`config.mk`:
```
export PLATFORM = sky130hd
export DESIGN_NAME = jogo_memoria_sequencia_param
export DESIGN_NICKNAME = d
export VERILOG_FILES = /design/src/rtl/jogo_memoria_pkg.sv /design/src/rtl/gerador_sequencia.sv /design/src/rtl/jogo_memoria_sequencia_param.sv
export SDC_FILE = /design/constraint.sdc
export NUM_CORES = 1
export LEC_CHECK = 0
export CAP_MARGIN = 40
export CORE_MARGIN = 4
export CORE_UTILIZATION = 53
export DETAILED_ROUTE_END_ITERATION = 10
export PLACE_DENSITY = 0.77
export SYNTH_ARGS = -nofsm -noshare
export SYNTH_HDL_FRONTEND = slang
export SYNTH_SLANG_ARGS = --single-unit
```
`constraint.sdc`:
```
create_clock -name clock -period 2.4 [get_ports clock]
set_input_delay 0.72 -clock clock [delete_from_list [all_inputs] [get_ports clock]]
set_output_delay 0.72 -clock clock [all_outputs]
set_load 0.005 [all_outputs]
```
`src/rtl/jogo_memoria_pkg.sv`:
```
// Shared types and helpers for the parametrised sequence memory game.
// State codes, LFSR constants and one-hot utilities.
package jogo_memoria_pkg;

  typedef enum logic [4:0] {
    INICIAL  = 5'h00,
    PREPARA  = 5'h01,
    MOSTRA   = 5'h02,
    PAUSA    = 5'h03,
    REARMA   = 5'h04,
    ESPERA   = 5'h05,
    PROXIMO  = 5'h06,
    NIVEL_OK = 5'h07,
    ERRO     = 5'h08,
    GANHOU   = 5'h09,
    PERDEU   = 5'h0A
  } estado_t;

  localparam int          LFSR_W       = 16;
  localparam logic [15:0] LFSR_SEMENTE = 16'hACE1;
  // Taps 16,14,13,11 of the Fibonacci LFSR
  localparam logic [15:0] LFSR_TAPS    = 16'hB400;

  function automatic logic [15:0] lfsr_prox(
    input logic [15:0] v
  );
    return {v[14:0], ^(v & LFSR_TAPS)};
  endfunction

  function automatic logic is_onehot(
    input logic [15:0] v
  );
    return (v != 16'd0) &&
           ((v & (v - 16'd1)) == 16'd0);
  endfunction

  function automatic logic [3:0] onehot_to_idx(
    input logic [15:0] v
  );
    logic [3:0] r;
    r = 4'd0;
    for (int i = 0; i < 16; i++) begin
      if (v[i]) r = r | 4'(i);
    end
    return r;
  endfunction

endpackage

```
`src/rtl/gerador_sequencia.sv`:
```
// Free-running and replay LFSR pair; the replay LFSR regenerates
// the same sequence from the captured seed for display and checking.
module gerador_sequencia
  import jogo_memoria_pkg::*;
#(
  parameter int IW = 3
) (
  input  logic          clk_i,
  input  logic          rst_ni,
  input  logic          avanca_i,
  input  logic          captura_i,
  input  logic          carrega_i,
  input  logic          passo_i,
  output logic [IW-1:0] idx_o
);

  logic [LFSR_W-1:0] livre_q;
  logic [LFSR_W-1:0] semente_q;
  logic [LFSR_W-1:0] rep_q;

  always_ff @(posedge clk_i or negedge rst_ni) begin
    if (!rst_ni) begin
      livre_q   <= LFSR_SEMENTE;
      semente_q <= LFSR_SEMENTE;
      rep_q     <= LFSR_SEMENTE;
    end else begin
      if (avanca_i)
        livre_q <= lfsr_prox(livre_q);
      if (captura_i)
        semente_q <= livre_q;
      if (carrega_i)
        rep_q <= semente_q;
      else if (passo_i)
        rep_q <= lfsr_prox(rep_q);
    end
  end

  assign idx_o = rep_q[IW-1:0];

endmodule

```
`src/rtl/jogo_memoria_sequencia_param.sv`:
```
// Simon-style sequence game on an N x N LED matrix with timeout and lives.
// Define MODO_TREINO_EN for training mode (errors never cost a life).
module jogo_memoria_sequencia_param
  import jogo_memoria_pkg::*;
#(
  parameter int N_BOTOES = 8,
  parameter int N_NIVEIS = 8,
  parameter int T_MOSTRA = 25_000_000,
  parameter int T_PAUSA  = 12_500_000,
  parameter int T_JOGADA = 150_000_000,
  parameter int N_VIDAS  = 3
) (
  input  logic                clock,
  input  logic                reset,
  input  logic                jogar,
  input  logic [N_BOTOES-1:0] botoes,
  output logic [N_BOTOES-1:0] colunas,
  output logic [N_BOTOES-1:0] linhas,
  output logic                ganhou,
  output logic                perdeu,
  output logic [4:0]          db_estado,
  output logic [3:0]          db_nivel,
  output logic [2:0]          db_vidas
);

  localparam int IW = $clog2(N_BOTOES);
  localparam int T_A = (T_MOSTRA > T_PAUSA) ? T_MOSTRA : T_PAUSA;
  localparam int T_MAX = (T_A > T_JOGADA) ? T_A : T_JOGADA;
  localparam int TW = $clog2(T_MAX) + 1;

  typedef logic [TW-1:0] tempo_t;

  localparam tempo_t FIM_MOSTRA = tempo_t'(T_MOSTRA - 1);
  localparam tempo_t FIM_PAUSA  = tempo_t'(T_PAUSA - 1);
  localparam tempo_t FIM_JOGADA = tempo_t'(T_JOGADA - 1);
  localparam logic [3:0] ULTIMO = 4'(N_NIVEIS - 1);
  localparam logic [2:0] VIDAS0 = 3'(N_VIDAS);
  localparam logic [N_BOTOES-1:0] UM =
    {{(N_BOTOES-1){1'b0}}, 1'b1};

  estado_t estado_q, estado_d;
  tempo_t  tempo_q, tempo_d;
  logic [3:0] nivel_q, nivel_d;
  logic [3:0] idx_q, idx_d;
  logic [2:0] vidas_q, vidas_d;
  logic       prev_q;
  logic [IW-1:0] varre_q;

  logic [N_BOTOES-1:0] col_d, lin_d;
  logic [N_BOTOES-1:0] colunas_q, linhas_q;
  logic ganhou_q, perdeu_q;
  logic [4:0] db_estado_q;
  logic [3:0] db_nivel_q;
  logic [2:0] db_vidas_q;

  logic avanca, captura, carrega, passo;
  logic [IW-1:0] seq_idx;
  logic [3:0] tecla;
  logic borda, valido;

  gerador_sequencia #(.IW(IW)) u_gerador (
    .clk_i     (clock),
    .rst_ni    (reset),
    .avanca_i  (avanca),
    .captura_i (captura),
    .carrega_i (carrega),
    .passo_i   (passo),
    .idx_o     (seq_idx)
  );

  // Press = rising edge of any button; held buttons never re-trigger
  assign borda  = (|botoes) & ~prev_q;
  assign valido = is_onehot(16'(botoes));
  assign tecla  = onehot_to_idx(16'(botoes));

  always_comb begin
    estado_d = estado_q;
    nivel_d  = nivel_q;
    idx_d    = idx_q;
    vidas_d  = vidas_q;
    tempo_d  = (tempo_q == '1) ? tempo_q
                               : tempo_q + 1'b1;
    avanca   = (estado_q == INICIAL);
    captura  = 1'b0;
    carrega  = 1'b0;
    passo    = 1'b0;
    unique case (estado_q)
      INICIAL: if (jogar) begin
        estado_d = PREPARA;
        captura  = 1'b1;
      end
      PREPARA: begin
        idx_d    = 4'd0;
        carrega  = 1'b1;
        estado_d = MOSTRA;
      end
      MOSTRA: if (tempo_q == FIM_MOSTRA)
        estado_d = PAUSA;
      PAUSA: if (tempo_q == FIM_PAUSA) begin
        if (idx_q == nivel_q) begin
          estado_d = REARMA;
        end else begin
          idx_d    = idx_q + 4'd1;
          passo    = 1'b1;
          estado_d = MOSTRA;
        end
      end
      REARMA: begin
        idx_d    = 4'd0;
        carrega  = 1'b1;
        estado_d = ESPERA;
      end
      ESPERA: begin
        if (borda)
          estado_d = (valido && tecla == 4'(seq_idx))
                     ? PROXIMO : ERRO;
        else if (tempo_q == FIM_JOGADA)
          estado_d = ERRO;
      end
      PROXIMO: begin
        if (idx_q == nivel_q) begin
          estado_d = NIVEL_OK;
        end else begin
          idx_d    = idx_q + 4'd1;
          passo    = 1'b1;
          estado_d = ESPERA;
        end
      end
      NIVEL_OK: begin
        if (nivel_q == ULTIMO) begin
          estado_d = GANHOU;
        end else begin
          nivel_d  = nivel_q + 4'd1;
          estado_d = PREPARA;
        end
      end
      ERRO: begin
`ifdef MODO_TREINO_EN
        estado_d = PREPARA;
`else
        vidas_d  = vidas_q - 3'd1;
        estado_d = (vidas_q == 3'd1) ? PERDEU : PREPARA;
`endif
      end
      GANHOU, PERDEU: if (jogar) begin
        estado_d = INICIAL;
        nivel_d  = 4'd0;
        vidas_d  = VIDAS0;
      end
      default: estado_d = INICIAL;
    endcase
    if (estado_d != estado_q)
      tempo_d = '0;
  end

  always_comb begin
    col_d = '0;
    lin_d = '0;
    unique case (estado_q)
      MOSTRA: begin
        col_d = UM << seq_idx;
        lin_d = '1;
      end
      GANHOU: begin
        col_d = '1;
        lin_d = '1;
      end
      // Diagonal is scanned one LED per cycle
      PERDEU: begin
        col_d = UM << varre_q;
        lin_d = UM << varre_q;
      end
      default: ;
    endcase
  end

  always_ff @(posedge clock or negedge reset) begin
    if (!reset) begin
      estado_q    <= INICIAL;
      tempo_q     <= '0;
      nivel_q     <= 4'd0;
      idx_q       <= 4'd0;
      vidas_q     <= VIDAS0;
      prev_q      <= 1'b0;
      varre_q     <= '0;
      colunas_q   <= '0;
      linhas_q    <= '0;
      ganhou_q    <= 1'b0;
      perdeu_q    <= 1'b0;
      db_estado_q <= 5'h00;
      db_nivel_q  <= 4'd0;
      db_vidas_q  <= VIDAS0;
    end else begin
      estado_q    <= estado_d;
      tempo_q     <= tempo_d;
      nivel_q     <= nivel_d;
      idx_q       <= idx_d;
      vidas_q     <= vidas_d;
      prev_q      <= |botoes;
      varre_q     <= varre_q + 1'b1;
      colunas_q   <= col_d;
      linhas_q    <= lin_d;
      ganhou_q    <= (estado_q == GANHOU);
      perdeu_q    <= (estado_q == PERDEU);
      db_estado_q <= estado_q;
      db_nivel_q  <= nivel_q;
      db_vidas_q  <= vidas_q;
    end
  end

  assign colunas   = colunas_q;
  assign linhas    = linhas_q;
  assign ganhou    = ganhou_q;
  assign perdeu    = perdeu_q;
  assign db_estado = db_estado_q;
  assign db_nivel  = db_nivel_q;
  assign db_vidas  = db_vidas_q;

endmodule
```
==> out/results.ini, run 1 <==
[outcome]
outcome = finished, violations left
failed_checks = setup timing

[run]
max_cap_viol_count = 0

[detailed_routing]
detail_route.drc_violations = 0
detail_route.first_pass.iterations = 5
drt.antenna.violating_nets = 0
detailedRoute.firstIterationViolations = 455
vias_cell = 5.88
wl_um = 16100
drt-wirelength-per-cell_um = 18.7
total_number_of_vias = 5050

[synth]
post_syn_instances = 561
syn-num-nets = 583
yosysWarnings = 0
synth.distinct_cells = 65
yosysTopAreaCell = sky130_fd_sc_hd__dfrtp_1
synth_seq_area_share_pct = 52.4
synth.top_cell.area_share_pct = 40.4
synth-edff-count = 0
post_synthesis_average_cell_area_um2 = 10.9
ys_dominant_reg_cell = sky130_fd_sc_hd__dfrtp_1
post_synth_instance_area_um2 = 6130
async_flop_share_pct = 100
synth_seq_cells = 127
synth_top_cells_by_area = sky130_fd_sc_hd__dfrtp_1 40%, sky130_fd_sc_hd__dfstp_2 12%, sky130_fd_sc_hd__mux2_2 5.7%

[global_routing]
groute.usage.overall_pct = 24.7
pin_count_of_the_biggest_net_entering_global_routing = 81
grt_antenna_before_repair = 0
grt_pass1_vias = 5263
global_route.overflow_total = 0
grt_pass1_wl_um = 25600

[die]
initial_core_utilization_pct = 53.9
num_io_pins = 41
dieArea_um2 = 13400
floorplan.die.height_um = 116
num_rows = 39
chipWidth_um = 116
floorplan.core_area_um2 = 11400

[timing]
setup_viol = 41
slew_viol_final = 0
hold_slack_ps = 142
post-route-worst-setup-slack_ps = -183
finalWorstPathRequiredPeriod_ps = 2580
achievable-frequency_mhz = 387
clock-skew-final_ps = 12.3
setup_repair_after_global_routing_missed_its_margin = true
layout_worst_path_cycle_share_pct = 108
finalHoldViolCount = 0

[place]
gp_congestion = 0.971
post_dp_cell_area_um2 = 7310
post_placement_worst_setup_slack_ps = -978
detailed_place_hpwl_um = 10000
port_buffers = 40

[clocking]
cts_root_buffer = sky130_fd_sc_hd__clkbuf_16
cts_buffers = 17
clkSinkCount = 127
cts.htree.levels = 4
postCtsHoldBufs = 0
cts_buffer_depth = 2
cts_tree = done
insertion_delay_ps = 430
cts.clk_slew.worst_paths_ps = 60

[setup_path]
kind_of_end_point_of_the_critical_path = flop
worstSetupStartpointType = input pin
worst_path_most_repeated_cell = sky130_fd_sc_hd__buf_4
crit_path_max_fanout = 6
critPathBufInv = 5
crit_path_cell_trace = buf_4 > nor4_4 > buf_4 > buf_4 > a21oi_1 > a41o_4 > o211ai_1 > o221a_1 > o41ai_4 > buf_6 > buf_6 > a2111oi_4
cpLargestDelayFamily = compound AO/OA/AOI/OAI gates
worst_ep_arrival_time_ps = 2910
cp.required_ps = 2720
crit_slowest_cell = sky130_fd_sc_hd__nor4_4
crit_type = input pin to flop
max_stage_delay_ps = 320

[pwr]
static-leakage-power_nw = 3.80
ir_drop_mv = 0.622
post-layout-total-power_mw = 5.13
power_density_nw_per_um2 = 601

[final_layout]
final_cell_mix = 99 x sky130_fd_sc_hd__dfrtp_1, 89 x sky130_fd_sc_hd__buf_4, 54 x sky130_fd_sc_hd__nand2_1, 31 x sky130_fd_sc_hd__mux2_2, 31 x sky130_fd_sc_hd__clkdlybuf4s50_1
drive_gt1_share_pct = 39.5
layout.core_utilization_pct = 75.1
nets = 725
most_common_cell_after_layout_fill_and_taps_aside = sky130_fd_sc_hd__dfrtp_1
n_antenna_cell = 0
cell_area_after_layout_um2 = 8540
area_growth_syn_to_layout_pct = 39.3

[min_path]
hold_path.class = input pin to async pin

-- state kept, by name, summed over array words and instances (netlist names), 3 cells and up --
signal               flops
u_gerador.rep_q         16
idx_q                    4
nivel_q                  4
db_estado                5
linhas                   8
estado_q                 5
u_gerador.livre_q       16
db_nivel                 4
u_gerador.semente_q     16
varre_q                  3
colunas                  8
db_vidas                 3
tempo_q                 29
vidas_q                  3
-- final timing paths --
kind | from | end | slack (ps) | depth (start not counted)
max reg2reg | tempo_q[26] | tempo_q[13] | -160 | 10
max | botoes[7] | tempo_q[6] | -180 | 12
min in group clock | vidas_q[0] | db_vidas[0] | 410 | 0
max in group asynchronous | reset | u_gerador.livre_q[0] | 1570 | 2
min reg2reg | vidas_q[0] | db_vidas[0] | 410 | 0
min | reset | tempo_q[25] | 140 | 1
-- cell usage after synthesis, types with 2 or more instances --
library cell,number
sky130_fd_sc_hd__nor2b_1,4
sky130_fd_sc_hd__nand2_1,56
sky130_fd_sc_hd__nor4_1,11
sky130_fd_sc_hd__and4b_1,2
sky130_fd_sc_hd__o21ai_0,23
sky130_fd_sc_hd__nor3b_1,3
sky130_fd_sc_hd__a211oi_1,2
sky130_fd_sc_hd__nand2b_1,4
sky130_fd_sc_hd__buf_6,2
sky130_fd_sc_hd__and4_1,6
sky130_fd_sc_hd__dfstp_2,28
sky130_fd_sc_hd__xor2_1,20
sky130_fd_sc_hd__a31oi_1,6
sky130_fd_sc_hd__a21oi_1,13
sky130_fd_sc_hd__or4_1,5
sky130_fd_sc_hd__o21bai_1,4
sky130_fd_sc_hd__clkbuf_1,16
sky130_fd_sc_hd__nor3_2,10
sky130_fd_sc_hd__nor4_2,2
sky130_fd_sc_hd__or3_1,3
sky130_fd_sc_hd__o21a_1,2
sky130_fd_sc_hd__and3_1,12
sky130_fd_sc_hd__nand4_1,12
sky130_fd_sc_hd__dfrtp_1,99
sky130_fd_sc_hd__inv_1,13
sky130_fd_sc_hd__nor3_1,24
sky130_fd_sc_hd__nand3_1,29
sky130_fd_sc_hd__mux2_2,31
sky130_fd_sc_hd__buf_2,4
sky130_fd_sc_hd__o311ai_0,5
sky130_fd_sc_hd__xnor2_1,22
sky130_fd_sc_hd__ha_1,11
sky130_fd_sc_hd__mux2i_1,17
sky130_fd_sc_hd__nor2_1,29
-- kinds of logic (layout without fill, tap and decap cells) --
kind of cell | count (synthesis) | after routing | synth area share (%)
AND/OR/NAND/NOR | 224 | 224 | 20.5
other | 1 | 1 | 0.0612
buffers and inverters | 37 | 192 | 2.59
adder cells (fa/ha/maj) | 11 | 11 | 2.24
flip-flops | 127 | 127 | 52.4
multiplexers | 48 | 48 | 8.47
XOR/XNOR | 42 | 42 | 6.00
AO/OA/AOI/OAI | 71 | 71 | 7.73
-- power by group --
part	total [mW]	internal (mW)	switching [mW]
combinational	0.510	0.219	0.291
clock	2.43	1.44	0.993
sequential	2.19	2.17	0.0205
-- metal layers --
| layer | global-route usage (%) | part of all wire (%) | vias to the layer above |
|---|---|---|---|
| met4 | 10.7 | 2.6 | 0 |
| met2 | 40.7 | 51 | 188 |
| met1 | 31.3 | 41 | 2507 |
| li1 | - | - | 2312 |
| met3 | 5.85 | 5.9 | 43 |
| met5 | 0 | 0 | - |
-- area by class of cell --
type | instances | area [µm²]
fillers | 695 | 2830
flip-flops and latches | 127 | 3210
multi-input cells | 397 | 3160
repair buffers | 146 | 1380
clock inverters | 13 | 129
well taps | 143 | 179
inverters | 14 | 52.6
clock buffers | 19 | 433
-- stage by stage --
stage	TNS [ps]	std cells
floorplan	-3380	561
global placement	-25110	802
detailed placement	-28420	802
CTS	-3970	854
global route	-7340	859
finish	-4520	859
-- what timing repair did --
item | CTS | global route
endpoints found under the setup margin | 48 | 49
setup buffers | 16 | 5
pin swaps | 36 | 22
cloned | 4 | 0
resized for setup | 101 | 38
No activity file was read; power rests on OpenSTA's default activity.
==> inputs of run 2 (changes only) <==
--- a/config.mk
+++ b/config.mk
@@ -9,7 +9,8 @@
 export CORE_MARGIN = 4
 export CORE_UTILIZATION = 53
 export DETAILED_ROUTE_END_ITERATION = 10
-export PLACE_DENSITY = 0.77
+export PLACE_DENSITY_LB_ADDON = 0.3
+export SLEW_MARGIN = 20
 export SYNTH_ARGS = -nofsm -noshare
 export SYNTH_HDL_FRONTEND = slang
 export SYNTH_SLANG_ARGS = --single-unit
==> run 2 against run 1 <==
Net effect: the flow still finishes with violations (setup timing); clock-buffer cell count increased by 2; worst hold slack improved by 220 ps; clock skew decreased by 1.8 ps; largest cell class unchanged.
==> out/results.ini, run 2 (synthesized netlist as in run 1, its figures left out) <==
[clocking]
cts_buffers = 17  ; unchanged
postCtsHoldBufs = 0  ; unchanged
cts_buffer_depth = 2  ; unchanged
cts.htree.levels = 4  ; unchanged
insertion_delay_ps = 420  ; was 430 ps
cts_tree = done  ; unchanged
cts_root_buffer = sky130_fd_sc_hd__clkbuf_16  ; unchanged
cts.clk_slew.worst_paths_ps = 50  ; was 60 ps
clkSinkCount = 127  ; unchanged

[global_routing]
grt_antenna_before_repair = 0  ; unchanged
global_route.overflow_total = 0  ; unchanged
grt_pass1_wl_um = 25400  ; was 25600 µm
groute.usage.overall_pct = 24.5  ; was 24.7%
pin_count_of_the_biggest_net_entering_global_routing = 128  ; was 81
grt_pass1_vias = 5078  ; was 5263

[die]
floorplan.die.height_um = 116  ; unchanged
dieArea_um2 = 13400  ; unchanged
floorplan.core_area_um2 = 11400  ; unchanged
initial_core_utilization_pct = 53.9  ; unchanged
num_rows = 39  ; unchanged
num_io_pins = 41  ; unchanged
chipWidth_um = 116  ; unchanged

[final_layout]
layout.core_utilization_pct = 71.7  ; was 75.1%
final_instance_count_excl_fillers = 833  ; was 859
multi_input_area_um2 = 2990  ; was 3160 µm²
drive_gt1_share_pct = 33.6  ; was 39.5%
n_antenna_cell = 0  ; unchanged
area.sequential_um2 = 3210  ; unchanged
area_growth_syn_to_layout_pct = 32.9  ; was 39.3%
largest_register = tempo_q  ; unchanged
nets = 699  ; was 725
final.fill_count = 756  ; was 695
most_common_cell_after_layout_fill_and_taps_aside = sky130_fd_sc_hd__dfrtp_1  ; unchanged
final_cell_mix = 99 x sky130_fd_sc_hd__dfrtp_1, 72 x sky130_fd_sc_hd__buf_4, 55 x sky130_fd_sc_hd__nand2_1, 31 x sky130_fd_sc_hd__mux2_2, 31 x sky130_fd_sc_hd__clkdlybuf4s50_1  ; was 99 x sky130_fd_sc_hd__dfrtp_1, 89 x sky130_fd_sc_hd__buf_4, 54 x sky130_fd_sc_hd__nand2_1, 31 x sky130_fd_sc_hd__mux2_2, 31 x sky130_fd_sc_hd__clkdlybuf4s50_1
flip_flop_count_of_the_largest_register_after_layout = 29  ; unchanged

[setup_path]
r2r_slack_ps = -340  ; was -160 ps
crit_slowest_cell = sky130_fd_sc_hd__or4_4  ; was sky130_fd_sc_hd__nor4_4
kind_of_end_point_of_the_critical_path = flop  ; unchanged
crit_type = flop to flop  ; was input pin to flop
cp.required_ps = 2700  ; was 2720 ps
critical_path.endpoint = tempo_q[25]  ; was tempo_q[6]
cpLargestDelayFamily = simple AND/OR/NAND/NOR gates  ; was compound AO/OA/AOI/OAI gates
crit_path_cell_trace = or4_4 > nor4_4 > buf_4 > a41o_1 > buf_6 > nor2_4 > o41ai_4 > buf_4 > buf_6 > clkbuf_16 > nor3_2  ; was buf_4 > nor4_4 > buf_4 > buf_4 > a21oi_1 > a41o_4 > o211ai_1 > o221a_1 > o41ai_4 > buf_6 > buf_6 > a2111oi_4
cp_num_cells = 11  ; was 12
crit_path_max_fanout = 7  ; was 6
timing.rr.end = tempo_q[25]  ; was tempo_q[13]
r2r_cell_count = 11  ; was 10
worst_flop_to_flop_path_startpoint = tempo_q[17]  ; was tempo_q[26]
worstSetupStartpointType = flop  ; was input pin
critPathBufInv = 5  ; unchanged
timing.critical_path.from = tempo_q[17]  ; was botoes[7]
max_stage_delay_ps = 560  ; was 320 ps
worst_ep_arrival_time_ps = 3030  ; was 2910 ps

[place]
post_placement_worst_setup_slack_ps = -818  ; was -978 ps
port_buffers = 40  ; unchanged
detailed_place_hpwl_um = 9700  ; was 10000 µm
gp_congestion = 0.962  ; was 0.971
dpl.cell_count = 786  ; was 802

[outcome]
failed_checks = setup timing  ; unchanged
outcome = finished, violations left  ; unchanged

[timing]
clock-skew-final_ps = 10.4  ; was 12.3 ps
post-route-worst-setup-slack_ps = -338  ; was -183 ps
setup_viol = 29  ; was 41
slew_viol_final = 0  ; unchanged
layout_worst_path_cycle_share_pct = 114  ; was 108%
worst_slew_margin_relative_to_its_limit_pct = 55.2
setup_repair_after_global_routing_missed_its_margin = true  ; unchanged
timing_worst_slew_pin_value_ps = 672
finalWorstPathRequiredPeriod_ps = 2740  ; was 2580 ps
finalHoldViolCount = 0  ; unchanged
achievable-frequency_mhz = 365  ; was 387 MHz

[detailed_routing]
detail_route.first_pass.iterations = 5  ; unchanged
detail_route.drc_violations = 0  ; unchanged
met3RoutedLength_um = 1100  ; was 950 µm
wl_um = 15600  ; was 16100 µm
met1_routed_wirelength_after_detailed_routing_um = 6510  ; was 6530 µm
drt-wirelength-per-cell_um = 18.7  ; about the same
top_routing_layer_in_use = met4  ; unchanged
vias_cell = 5.92  ; was 5.88
drt.antenna.violating_nets = 0  ; unchanged
total_number_of_vias = 4935  ; was 5050
dr_wl_met2_um = 7650  ; was 8170 µm
detailedRoute.firstIterationViolations = 521  ; was 455

[min_path]
hold_path.class = input pin to async pin  ; unchanged

[pwr]
ir_drop_mv = 0.622  ; about the same
power_density_nw_per_um2 = 669  ; was 601 nW/µm²
static-leakage-power_nw = 3.66  ; was 3.80 nW

[run]
max_cap_viol_count = 0  ; unchanged

run 2: layer usage:
layer | up-vias | GRT usage (%)
met5 | - | 0
met4 | 0 | 9.78
met3 | 48 | 6.01
met2 | 218 | 39.7
met1 | 2410 | 31.9
li1 | 2259 | -
run 2: worst min path at each step:
| stage | end | slack (ps) | startpoint | cells after the start |
|---|---|---|---|---|
| floorplan | db_estado[3] | 350 | estado_q[3] | 0 |
| global placement | db_vidas[0] | 380 | vidas_q[0] | 0 |
| detailed placement | db_vidas[0] | 390 | vidas_q[0] | 0 |
| CTS | db_vidas[0] | 400 | vidas_q[0] | 0 |
| global route | db_vidas[0] | 400 | vidas_q[0] | 0 |
| finish | tempo_q[12] | 370 | reset | 2 |
run 2: what timing repair did:
action / 4_1_cts / 5_1_grt
resized for setup: 45 / 34
setup buffers: 6 / 7
endpoints found under the setup margin: 32 / 51
pin swaps: 9 / 19
cloned: 2 / 1
run 2: area by class of cell:
cell class | instances | area share [%]
Inverter | 14 | 0.645
Multi-Input combinational cell | 397 | 36.7
Tap cell | 143 | 2.20
Sequential cell | 127 | 39.4
Clock inverter | 11 | 2.15
Clock buffer | 21 | 5.77
Timing Repair Buffer | 120 | 13.1
run 2: report_power, final:
group	internal (mW)	switching, mW	total, mW	leakage (nW)
sequential	2.17	0.0191	2.19	1.60
clock	1.83	0.958	2.79	0.311
combinational	0.188	0.289	0.477	1.75
total	4.19	1.27	5.45	3.66
run 2: through the flow:
stage          hold WS (ps)  power (mW)  area [µm²]  TNS [ps]
2_1_floorplan           349        2.41        6150     -3380
3_3_place_gp            381        2.60        7160    -21620
3_5_place_dp            388        2.61        7160    -23550
4_1_cts                 395        5.45        8000     -7100
5_1_grt                 405        5.61        8150     -9980
6_report                367        5.45        8150     -8300
==> inputs of run 3 (changes only) <==
--- a/config.mk
+++ b/config.mk
@@ -9,7 +9,7 @@
 export CORE_MARGIN = 4
 export CORE_UTILIZATION = 53
 export DETAILED_ROUTE_END_ITERATION = 10
-export PLACE_DENSITY_LB_ADDON = 0.3
+export PLACE_DENSITY_LB_ADDON = 0.2
 export SLEW_MARGIN = 20
 export SYNTH_ARGS = -nofsm -noshare
 export SYNTH_HDL_FRONTEND = slang
==> constraint.sdc (replaced) <==
create_clock -name clock -period 2.5 [get_ports clock]
set_input_delay 0.75 -clock clock [delete_from_list [all_inputs] [get_ports clock]]
set_output_delay 0.75 -clock clock [all_outputs]
set_load 0.005 [all_outputs]
==> run 3 against run 2 <==
Net effect: the flow still finishes with violations (setup timing); total power decreased by 7.9%; clock-buffer cell count increased by 2; first-iteration DRC count decreased by 24%; sequential cell count unchanged; critical path type unchanged; maximum frequency increased by 6.0%; register-to-register slack improved by 260 ps; clock skew decreased by 1.4 ps; sequential power decreased by 4%; critical endpoint is now tempo_q[22].
==> out/results.ini, run 3 (synthesized netlist as in run 1, its figures left out) <==
[detailed_routing]
wl_um = 15300  ; was 15600 µm
total_number_of_vias = 4919  ; was 4935
vias_cell = 5.93  ; was 5.92
detailedRoute.firstIterationViolations = 394  ; was 521
detail_route.first_pass.iterations = 8  ; was 5
drt-wirelength-per-cell_um = 18.5  ; was 18.7 µm
detail_route.drc_violations = 0  ; unchanged
drt.antenna.violating_nets = 0  ; unchanged

[pwr]
clock_power_share_pct = 49.0  ; was 51.1%
total_switching_power_mw = 1.18  ; was 1.27 mW
power_density_nw_per_um2 = 612  ; was 669 nW/µm²
swShare_pct = 23.5  ; was 23.2%
comb_power_share_pct = 9.1  ; was 8.7%
post-layout-total-power_mw = 5.03  ; was 5.45 mW
seqPwrFrac_pct = 41.9  ; was 40.1%
ir_drop_mv = 0.657  ; was 0.622 mV
p_int_mw = 3.85  ; was 4.19 mW
static-leakage-power_nw = 3.66  ; about the same

[final_layout]
n_antenna_cell = 0  ; unchanged
largest_register = tempo_q  ; unchanged
final.fill_count = 768  ; was 756
flip_flop_count_of_the_largest_register_after_layout = 29  ; unchanged
area_growth_syn_to_layout_pct = 34.0  ; was 32.9%
multi_input_area_um2 = 3040  ; was 2990 µm²
most_common_cell_after_layout_fill_and_taps_aside = sky130_fd_sc_hd__dfrtp_1  ; unchanged
nets = 696  ; was 699
area.sequential_um2 = 3210  ; unchanged
final_cell_mix = 99 x sky130_fd_sc_hd__dfrtp_1, 61 x sky130_fd_sc_hd__buf_4, 56 x sky130_fd_sc_hd__nand2_1, 31 x sky130_fd_sc_hd__mux2_2, 31 x sky130_fd_sc_hd__clkdlybuf4s50_1  ; was 99 x sky130_fd_sc_hd__dfrtp_1, 72 x sky130_fd_sc_hd__buf_4, 55 x sky130_fd_sc_hd__nand2_1, 31 x sky130_fd_sc_hd__mux2_2, 31 x sky130_fd_sc_hd__clkdlybuf4s50_1
cell_area_after_layout_um2 = 8210  ; was 8150 µm²
drive_gt1_share_pct = 34.1  ; was 33.6%

[timing]
slew_viol_final = 0  ; unchanged
finalWorstPathRequiredPeriod_ps = 2580  ; was 2740 ps
worst_slew_margin_relative_to_its_limit_pct = 47.5  ; was 55.2%
achievable-frequency_mhz = 387  ; was 365 MHz
finalHoldViolCount = 0  ; unchanged
setup_repair_after_global_routing_missed_its_margin = true  ; unchanged
post-route-worst-setup-slack_ps = -82.8  ; was -338 ps
layout_worst_path_cycle_share_pct = 103  ; was 114%
timing_worst_slew_pin_value_ps = 785  ; was 672 ps
final.setup.tns_ps = -1560  ; was -8300 ps
clock-skew-final_ps = 9.03  ; was 10.4 ps
setup_viol = 29  ; unchanged

[clocking]
postCtsHoldBufs = 0  ; unchanged
insertion_delay_ps = 430  ; was 420 ps
cts_tree = done  ; unchanged
cts.clk_slew.worst_paths_ps = 60  ; was 50 ps
cts_root_buffer = sky130_fd_sc_hd__clkbuf_16  ; unchanged
cts_buffer_depth = 2  ; unchanged
clkSinkCount = 127  ; unchanged
cts.htree.levels = 4  ; unchanged
cts_buffers = 17  ; unchanged

[place]
post_dp_cell_area_um2 = 7180  ; was 7160 µm²
gp_congestion = 0.947  ; was 0.962
detailed_place_hpwl_um = 9590  ; was 9700 µm
port_buffers = 40  ; unchanged

[setup_path]
crit_path_max_fanout = 6  ; was 7
worstSetupStartpointType = flop  ; unchanged
crit_type = flop to flop  ; unchanged
kind_of_end_point_of_the_critical_path = flop  ; unchanged
worst_ep_arrival_time_ps = 2880  ; was 3030 ps
cp.required_ps = 2800  ; was 2700 ps

[die]
floorplan.core_area_um2 = 11400  ; unchanged
floorplan.die.height_um = 116  ; unchanged
initial_core_utilization_pct = 53.9  ; unchanged
num_rows = 39  ; unchanged
num_io_pins = 41  ; unchanged
chipWidth_um = 116  ; unchanged
dieArea_um2 = 13400  ; unchanged

[global_routing]
groute.usage.overall_pct = 23.8  ; was 24.5%
pin_count_of_the_biggest_net_entering_global_routing = 53  ; was 128
grt_antenna_before_repair = 0  ; unchanged
grt_pass1_wl_um = 24700  ; was 25400 µm
grt_pass1_vias = 5035  ; was 5078
global_route.overflow_total = 0  ; unchanged

[outcome]
failed_checks = setup timing  ; unchanged
outcome = finished, violations left  ; unchanged

[run]
max_cap_viol_count = 0  ; unchanged

[min_path]
hold_path.class = input pin to async pin  ; unchanged

==> run 3: cell count changes in the layout (fill, tap and decap cells not counted), sizes merged <==
cell      change
bufinv        -2
clkbuf        -1
clkinv        +1
clkinvlp      -1
inv           -1
==> run 3: what timing repair did <==
item                                    in CTS  in global routing
pin swaps                                   27                 17
gates cloned                                 1                  3
setup buffers                                8                  5
endpoints found under the setup margin      41                 44
gates resized for setup                     54                 45
==> run 3: worst max-delay path, cell delays in order (launching register included) <==
cell	delay, ps
sky130_fd_sc_hd__dfrtp_1	380
sky130_fd_sc_hd__or4b_4	550
sky130_fd_sc_hd__nor4_4	320
sky130_fd_sc_hd__a41o_1	270
sky130_fd_sc_hd__o211ai_1	140
sky130_fd_sc_hd__o221a_1	280
sky130_fd_sc_hd__o41ai_4	80
sky130_fd_sc_hd__buf_6	160
sky130_fd_sc_hd__buf_12	110
sky130_fd_sc_hd__buf_16	120
sky130_fd_sc_hd__nor3_4	40
==> run 3: layer usage <==
| layer | GRT usage (%) | vias to the layer above | share of wire (%) |
|---|---|---|---|
| li1 | - | 2250 | - |
| met1 | 31.7 | 2427 | 44 |
| met2 | 36.7 | 194 | 48 |
| met3 | 6.06 | 48 | 5.8 |
| met4 | 11.4 | 0 | 2.6 |
| met5 | 0 | - | 0 |
==> run 3: worst paths after layout <==
| check | start | to | slack [ps] | cells past startpoint |
|---|---|---|---|---|
| min | reset | tempo_q[12] | 290 | 1 |
| max in group asynchronous | reset | u_gerador.rep_q[5] | 1510 | 2 |
| max | tempo_q[13] | tempo_q[22] | -80 | 10 |
| max reg2reg | tempo_q[13] | tempo_q[22] | -80 | 10 |
| min in group clock | vidas_q[0] | db_vidas[0] | 390 | 0 |
| min reg2reg | vidas_q[0] | db_vidas[0] | 390 | 0 |
==> run 3: through the flow <==
stage / hold WS [ps] / util (%) / worst slack (ps) / instances
floorplan: 349 / - / -74.4 / 561
global placement: 384 / 63.1 / -803 / 781
detailed placement: 387 / 63.1 / -915 / 781
CTS: 302 / 70.5 / -257 / 821
global route: 316 / 72.2 / -121 / 829
finish: 288 / 72.2 / -82.8 / 829
==> run 3: cell type report <==
cell class	instances	area share [%]
Tap cell	143	2.18
Multi-Input combinational cell	397	37.0
Timing Repair Buffer	117	13.9
Sequential cell	127	39.1
Inverter	14	0.640
Clock inverter	8	1.26
Clock buffer	23	5.94
==> run 3: power by group through the flow <==
stage / sequential, mW / clock (mW) / combinational [mW]
CTS: 2.11 / 2.50 / 0.438
detailed placement: 2.14 / 0 / 0.372
global route: 2.11 / 2.59 / 0.496
floorplan: 2.13 / 0 / 0.180
finish: 2.11 / 2.46 / 0.458
global placement: 2.14 / 0 / 0.364
